### config.mk
export PLATFORM = sky130hd
export DESIGN_NAME = mul_op_sequencer
export DESIGN_NICKNAME = d
export VERILOG_FILES = /design/src/rtl/mul_op_sequencer.sv
export SDC_FILE = /design/constraint.sdc
export NUM_CORES = 1
export LEC_CHECK = 0
export BUFFER_PORTS_ARGS = -buffer_cell sky130_fd_sc_hd__buf_2
export CAP_MARGIN = 20
export CORE_MARGIN = 8
export CORE_UTILIZATION = 45
export DETAILED_ROUTE_END_ITERATION = 10
export GPL_TIMING_DRIVEN = 1
export MAX_ROUTING_LAYER = met4
export PLACE_DENSITY_LB_ADDON = 0.3
export SYNTH_ARGS = -nofsm -noshare
export SYNTH_HDL_FRONTEND = slang
export SYNTH_SLANG_ARGS = --single-unit
### constraint.sdc
create_clock -name clk -period 4.45 [get_ports clk]
set_input_delay 0.2225 -clock clk [delete_from_list [all_inputs] [get_ports clk]]
set_output_delay 0.2225 -clock clk [all_outputs]
set_load 0.02 [all_outputs]
### src/rtl/mul_op_sequencer.sv
// mul_op_sequencer: front-end for the repetitive-addition multiplier engine.
// It takes an operand pair over a valid/ready handshake and feeds it to the
// engine: the multiplicand goes out in the engine's ldA cycle and the
// multiplier in its ldB cycle. It then waits for done, captures the product,
// returns it over a second handshake, and re-arms the engine with a restart
// pulse.
// Optional build macro: MUL_TIMEOUT_EN. When defined, a WAIT-state cycle
// counter aborts a hung engine after TIMEOUT cycles and flags res_err.
// Without it, res_err is tied low and WAIT has no time limit.
module mul_op_sequencer #(
  parameter int W       = 16,
  parameter int TIMEOUT = 65600
) (
  input  logic         clk,
  input  logic         rst_n,
  input  logic         op_valid,
  output logic         op_ready,
  input  logic [W-1:0] op_a,
  input  logic [W-1:0] op_b,
  output logic         res_valid,
  input  logic         res_ready,
  output logic [W-1:0] res_prod,
  output logic         res_err,
  output logic         mul_start,
  output logic [W-1:0] mul_data,
  input  logic         mul_done,
  input  logic [W-1:0] mul_prod,
  output logic         mul_restart
);

  typedef enum logic [2:0] {
    S_IDLE    = 3'd0,
    S_START   = 3'd1,
    S_LD_A    = 3'd2,
    S_LD_B    = 3'd3,
    S_WAIT    = 3'd4,
    S_RESULT  = 3'd5,
    S_RESTART = 3'd6
  } state_t;

  state_t       r_state, w_state_next;
  logic [W-1:0] r_a, w_a_next;
  logic [W-1:0] r_b, w_b_next;
  logic         r_used, w_used_next;       // engine involved in this transaction
  logic         r_op_ready, w_op_ready_next;
  logic         r_res_valid, w_res_valid_next;
  logic [W-1:0] r_res_prod, w_res_prod_next;
  logic         r_mul_start, w_mul_start_next;
  logic [W-1:0] r_mul_data, w_mul_data_next;
  logic         r_mul_restart, w_mul_restart_next;
  logic         w_accept;
  logic         w_zero_op;

  assign w_accept  = op_valid && r_op_ready;
  assign w_zero_op = (op_a == '0) || (op_b == '0);

`ifdef MUL_TIMEOUT_EN
  localparam int TW = $clog2(TIMEOUT + 1);

  logic [TW-1:0] r_timer, w_timer_next;
  logic          r_res_err, w_res_err_next;
  logic          w_timeout;

  // Last WAIT cycle before abort: the counter started at 0 on WAIT entry
  assign w_timeout = (r_timer == TW'(TIMEOUT - 1));

  // Timer and error flag registers
  always_ff @(posedge clk or negedge rst_n) begin
    if (!rst_n) begin
      r_timer   <= '0;
      r_res_err <= 1'b0;
    end else begin
      r_timer   <= w_timer_next;
      r_res_err <= w_res_err_next;
    end
  end

  assign res_err = r_res_err;
`else
  // No abort path: the engine is trusted to finish, so the error flag is constant
  assign res_err = 1'b0;

  // TIMEOUT has no effect in this build; a non-positive value is simply ignored
  if (TIMEOUT < 1) begin : g_timeout_unused
  end
`endif

  // State and all output/operand registers; outputs come straight from flops
  always_ff @(posedge clk or negedge rst_n) begin
    if (!rst_n) begin
      r_state       <= S_IDLE;
      r_a           <= '0;
      r_b           <= '0;
      r_used        <= 1'b0;
      r_op_ready    <= 1'b1;
      r_res_valid   <= 1'b0;
      r_res_prod    <= '0;
      r_mul_start   <= 1'b0;
      r_mul_data    <= '0;
      r_mul_restart <= 1'b0;
    end else begin
      r_state       <= w_state_next;
      r_a           <= w_a_next;
      r_b           <= w_b_next;
      r_used        <= w_used_next;
      r_op_ready    <= w_op_ready_next;
      r_res_valid   <= w_res_valid_next;
      r_res_prod    <= w_res_prod_next;
      r_mul_start   <= w_mul_start_next;
      r_mul_data    <= w_mul_data_next;
      r_mul_restart <= w_mul_restart_next;
    end
  end

  // Next-state and next-output decode; every output is computed one cycle ahead
  always_comb begin
    w_state_next       = r_state;
    w_a_next           = r_a;
    w_b_next           = r_b;
    w_used_next        = r_used;
    w_op_ready_next    = r_op_ready;
    w_res_valid_next   = r_res_valid;
    w_res_prod_next    = r_res_prod;
    w_mul_start_next   = 1'b0;
    w_mul_data_next    = r_mul_data;
    w_mul_restart_next = 1'b0;
`ifdef MUL_TIMEOUT_EN
    w_timer_next       = r_timer;
    w_res_err_next     = r_res_err;
`endif

    case (r_state)
      S_IDLE: begin
        if (w_accept) begin
          w_a_next        = op_a;
          w_b_next        = op_b;
          w_op_ready_next = 1'b0;
`ifdef MUL_TIMEOUT_EN
          w_res_err_next  = 1'b0;
`endif
          if (w_zero_op) begin
            // Product is trivially zero; skip the engine entirely
            w_used_next      = 1'b0;
            w_res_prod_next  = '0;
            w_res_valid_next = 1'b1;
            w_state_next     = S_RESULT;
          end else begin
            w_used_next      = 1'b1;
            w_mul_start_next = 1'b1;
            w_mul_data_next  = op_a;
            w_state_next     = S_START;
          end
        end
      end

      S_START: begin
        // Engine moves to its ldA state on this edge; keep a on the bus
        w_mul_data_next = r_a;
        w_state_next    = S_LD_A;
      end

      S_LD_A: begin
        // Engine latches a on this edge; b must be on the bus for ldB next
        w_mul_data_next = r_b;
        w_state_next    = S_LD_B;
      end

      S_LD_B: begin
        w_mul_data_next = r_b;
`ifdef MUL_TIMEOUT_EN
        w_timer_next    = '0;
`endif
        w_state_next    = S_WAIT;
      end

      S_WAIT: begin
`ifdef MUL_TIMEOUT_EN
        w_timer_next = r_timer + TW'(1);
`endif
        if (mul_done) begin
          w_res_prod_next  = mul_prod;
          w_res_valid_next = 1'b1;
          w_state_next     = S_RESULT;
        end
`ifdef MUL_TIMEOUT_EN
        else if (w_timeout) begin
          w_res_prod_next  = '0;
          w_res_err_next   = 1'b1;
          w_res_valid_next = 1'b1;
          w_state_next     = S_RESULT;
        end
`endif
      end

      S_RESULT: begin
        if (res_ready) begin
          w_res_valid_next = 1'b0;
          if (r_used) begin
            w_mul_restart_next = 1'b1;
            w_state_next       = S_RESTART;
          end else begin
            w_op_ready_next = 1'b1;
            w_state_next    = S_IDLE;
          end
        end
      end

      S_RESTART: begin
        // Engine controller returns to S0 on this edge
        w_op_ready_next = 1'b1;
        w_state_next    = S_IDLE;
      end

      default: begin
        w_op_ready_next  = 1'b1;
        w_res_valid_next = 1'b0;
        w_state_next     = S_IDLE;
      end
    endcase
  end

  assign op_ready    = r_op_ready;
  assign res_valid   = r_res_valid;
  assign res_prod    = r_res_prod;
  assign mul_start   = r_mul_start;
  assign mul_data    = r_mul_data;
  assign mul_restart = r_mul_restart;

endmodule

# Word level (Yosys, flattened, before mapping)
# Index checks and enable logic that the tools add are counted.
# word_totals
regBits,72
latch_bits,0
mem_bits_rw,0
rom_bits,0
in_bits,53
word_cells,68
n_memories,0
# classes
n_addsub,0
multipliers,0
div,0
magnitude_cmp,0
n_eq_ne,12
n_shift,0
muxes,28
n_bitwise,2
reduce_logical,16
# op_table
op,count
$mux 16,5
$pmux 16 s3,1
$logic_not 16->1,2
$pmux 16 s2,1
$pmux 3 s6,1
$mux 3,5
$mux 1,13
$ne 2x2->1 const B,6
$eq 3x3->1 const B,3
$reduce_and 4->1,2
$reduce_or 4->1,2
$eq 3x2->1 const B,2
$reduce_and 3->1,2
$reduce_and 5->1,1
$pmux 1 s4,1
$eq 3x1->1 const B,1
$logic_not 3->1,1
$pmux 1 s3,1
$reduce_bool 3->1,1
$not 1->1,2
$reduce_and 2->1,1
$reduce_bool 2->1,1
$reduce_or 2->1,1
$logic_and 1x1->1,1
$logic_or 1x1->1,1

# Longest topological paths before layout
# logic_depth
depth_word,5
mapped_depth,7
depth_no_buf,4

# Worst setup path after synthesis
# OpenSTA, ideal clock, no wires.
# synth_timing
path_type,flip-flop to flip-flop
start,reg r_state[1]
end,"reg r_res_prod[10], in the netlist res_prod[10]"
setup_ps,121
t_arrival_ps,1616
required_ps,4329
path_slack_ps,2713
stages_incl_launch_ff,8
synth_period_minus_slack_ps,1737
path_cell_list,dfrtp_1 -> buf_6 -> or3_1 -> buf_6 -> nor2_4 -> o32ai_4 -> buf_6 -> a22o_1
# synth_between
elab_chain_len,3
elab_cells_between_ends,8
classes_between,eq/ne (4); mux (1); reduce/logical (3)
# synth_lines
item,line_no,rtl
from (decl),41,"state_t r_state, w_state_next;"
from (signal assigned),102,r_state <= w_state_next;
$eq 3x3->1 or $logic_not 3->1 (tied branches),132,case (r_state)
$ne 2x2->1 (no line) or $reduce_bool 2->1 (tied branches),--,
$reduce_and 4->1 (no line),--,
to (signal assigned),108,r_res_prod <= w_res_prod_next;
to (decl),47,"logic [W-1:0] r_res_prod, w_res_prod_next;"
# Parallel ways exist; a longest one is shown, timed or not.
# A chain may end at the register's enable or synchronous reset.

# Final worst setup path
# layout_timing
start,reg r_state[2]
end,"reg r_res_prod[12], in the netlist res_prod[12]"
# Same word-level chain as after synthesis.

==> results by group <==
Critical path
  – Reg2reg end: res_prod[12]
  – Reg2reg start: r_state[2]
  – Critical path class: reg -> reg
  – Flop2flop setup slack: 1.43 ns
  – Critical Path Source Type: register
  – Req. time, crit path: 4.70 ns
  – Worst-path fanout max: 33
  – Nature of the critical path endpoint: register
  – Worst EP arrival: 3.27 ns
  – Worst R2R Path Depth: 4

Synthesis
  – Synthesis-stage register bit count: 72
  – Post-Syn Area: 0.00354 mm^2
  – Dominant synthesized flop cell: dfrtp_1
  – Avg Cell Area, Syn: 9.31 um^2
  – YS warnings: 0
  – Sequential fraction of the synthesis area: 50.9%
  – Yosys cell types: 33
  – Post-Syn Instances: 380
  – Net count after synthesis: 433
  – Async SR Flop Fraction: 100%
  – Number of synthesized flops with an enable pin: 0

Global routing
  – Vias in the first global route: 3119
  – Largest net degree at the start of global routing: 73
  – First-pass GRT wire length: 15800 um
  – Initial antenna violation count: 0
  – Global Route Usage Sum: 18.2%
  – GR Overflow Total: 0

Timing
  – Final setup viols: 0
  – Setup ws final: 1.43 ns
  – Final TNS setup: 0 ns
  – WHS: 0.0684 ns
  – Final Hold Vio Count: 0
  – Worst slew pin tran: 0.957 ns
  – Period Utilization, post-route: 67.9%
  – Slew Limit Headroom: 36.2%
  – Tmin final: 3.02 ns
  – RSZ-0062 raised after global routing: false
  – Layout Skew: 0.0106 ns
  – Fin. max-slew vios: 0
  – Maximum clock rate: 331 MHz

Routing
  – Drt initial violations: 198
  – Post-Route WL: 9430 um
  – Post-route ant nets: 0
  – Via count: 3139
  – Avg WL per Cell: 16.8 um
  – DR vias/cell: 5.60
  – Drt drc: 0
  – Drt pass-1 iters: 5

Finish
  – Layout area overhead: 18.7%
  – Final nets: 507
  – Share of cells above drive strength 1: 24.8%
  – Fill count: 744
  – Post-route cell area: 0.00420 mm^2
  – Final core utilization: 54.7%
  – N_diodes: 0

Die
  – I/O Pins: 90
  – Full die area: 0.0110 mm^2
  – Die height: 105 um
  – Initial Utilization: 46.0%
  – Row cnt: 32
  – Die width: 105 um
  – Core region area: 0.00769 mm^2

Clock tree
  – # resized after CTS: 0
  – CTS sink cnt: 72
  – Clk_lat worst skew: 0.36 ns
  – Root Driver: clkbuf_8
  – Htree depth: 3
  – Hold-fix buffers, CTS: 0
  – CTS Buf Count: 9
  – CTS tree: done
  – Clock-pin slew on the worst setup and hold paths: 0.08 ns
  – Clock Tree Buf Depth: 2
  – Post-CTS setup buffers: 0

Hold path
  – WHS Endpoint: r_b[10]
  – Min-Delay Path Class: in -> reg
  – WHS Path Cells: 3
  – Hold path start: op_b[10]

Place
  – GP Congestion: 0.854
  – DP HPWL: 6690 um
  – Dpl ws: 1.44 ns
  – Port buffer count: 88
  – Dpl cell area: 0.00398 mm^2

Power
  – Maximum VDD drop: 281 uV
  – Leakage: 2.11 nW
  – PD cells: 727 mW/mm^2

Flow run
  – Number of max-cap violations: 0

Run status
  – Outcome: finished clean
[cells in the mapped netlist, drive strengths merged, types with 5 or more instances]
| master | count | share of area [%] |
|---|---|---|
| clkbuf | 19 | 2.0 |
| o211a | 16 | 4.5 |
| a21oi | 19 | 2.7 |
| buf | 12 | 2.4 |
| nand2 | 108 | 11 |
| a22o | 16 | 4.0 |
| a211oi | 33 | 7.0 |
| a22oi | 16 | 3.4 |
| nor2 | 20 | 2.3 |
| o21ai | 5 | 0.71 |
| dfrtp | 71 | 50 |
| nor2b | 19 | 3.4 |
| nor4 | 8 | 1.4 |
[worst max-delay path: stages (launching register included)]
cell and delay, ns:
dfrtp_1 0.74, or3_1 0.81, nor2_4 0.71, o32ai_4 0.37
a22o_1 0.28
[registers in the layout (all words and copies together) (netlist names)]
signal,count
mul_start,1
res_prod,16
r_used,1
mul_data,16
op_ready,1
r_a,16
mul_restart,1
r_state,3
res_valid,1
r_b,16
[final cells by class]
cell class | count | area (um^2) | share of cell area (%)
sequential | 72 | 1800 | 42.9
multi-input combinational | 277 | 1580 | 37.7
timing repair buffer | 94 | 485 | 11.6
tap | 102 | 128 | 3.04
clock buffer | 9 | 124 | 2.95
clock inverter | 7 | 78.8 | 1.88
[cells in the final DEF (no fill, tap or decap), drive strengths merged]
| master | instances |
|---|---|
| nand2b | 1 |
| nor2b | 19 |
| inv | 3 |
| bufinv | 1 |
| o21a | 1 |
| nor4 | 8 |
| a22o | 16 |
| a211o | 1 |
| or3 | 1 |
| dfrtp | 71 |
| buf | 94 |
| nor3 | 2 |
| o221ai | 1 |
| and3 | 1 |
| clkinvlp | 3 |
| o21ai | 5 |
| o211a | 16 |
| nand3 | 1 |
| conb | 1 |
| nand4 | 2 |
| and4 | 2 |
| a21oi | 19 |
| a22oi | 16 |
| a211oi | 33 |
| clkbuf | 9 |
| nor2 | 20 |
| a21o | 1 |
| o32ai | 1 |
| nand3b | 1 |
| dfstp | 1 |
| nand2 | 108 |
[where the power goes]
group	leakage [nW]	total [mW]	internal (mW)	switching [mW]
sequential	0.898	1.23	0.947	0.280
combinational	1.12	1.30	0.521	0.776
clock	0.0929	0.531	0.264	0.267
[per-layer routing]
layer	wire, um	global-route usage [%]
met4	151	6.83
met3	664	5.04
met2	4010	24.9
met5	0	-
met1	4610	25.1
[logic make-up after synthesis]
group / Yosys count / share of synthesized area, %
flops: 72 / 50.9
compound gates: 110 / 24.0
simple gates: 166 / 20.6
other cells: 1 / 0.106
buf+inv: 31 / 4.42
[how the worst max path moves through the flow]
| stage | depth (start not counted) | from | slack [ns] | to |
|---|---|---|---|---|
| 2_1_floorplan | 7 | r_state[1] | 2.71 | res_prod[10] |
| 3_3_place_gp | 4 | r_state[0] | 1.53 | res_prod[7] |
| 5_1_grt | 4 | r_state[0] | 1.22 | res_prod[12] |
| 3_5_place_dp | 4 | r_state[0] | 1.44 | res_prod[3] |
| 6_report | 4 | r_state[2] | 1.43 | res_prod[12] |
| 4_1_cts | 4 | r_state[0] | 1.43 | res_prod[12] |
[through the flow]
| stage | total power, mW | std cells |
|---|---|---|
| after CTS | 3.06 | 558 |
| after detailed placement | 2.52 | 542 |
| after floorplan | 2.14 | 380 |
| final | 3.06 | 561 |
| after global routing | 3.28 | 561 |
| after global placement | 2.48 | 542 |
Note: power is estimated with default switching activity, not from simulation.
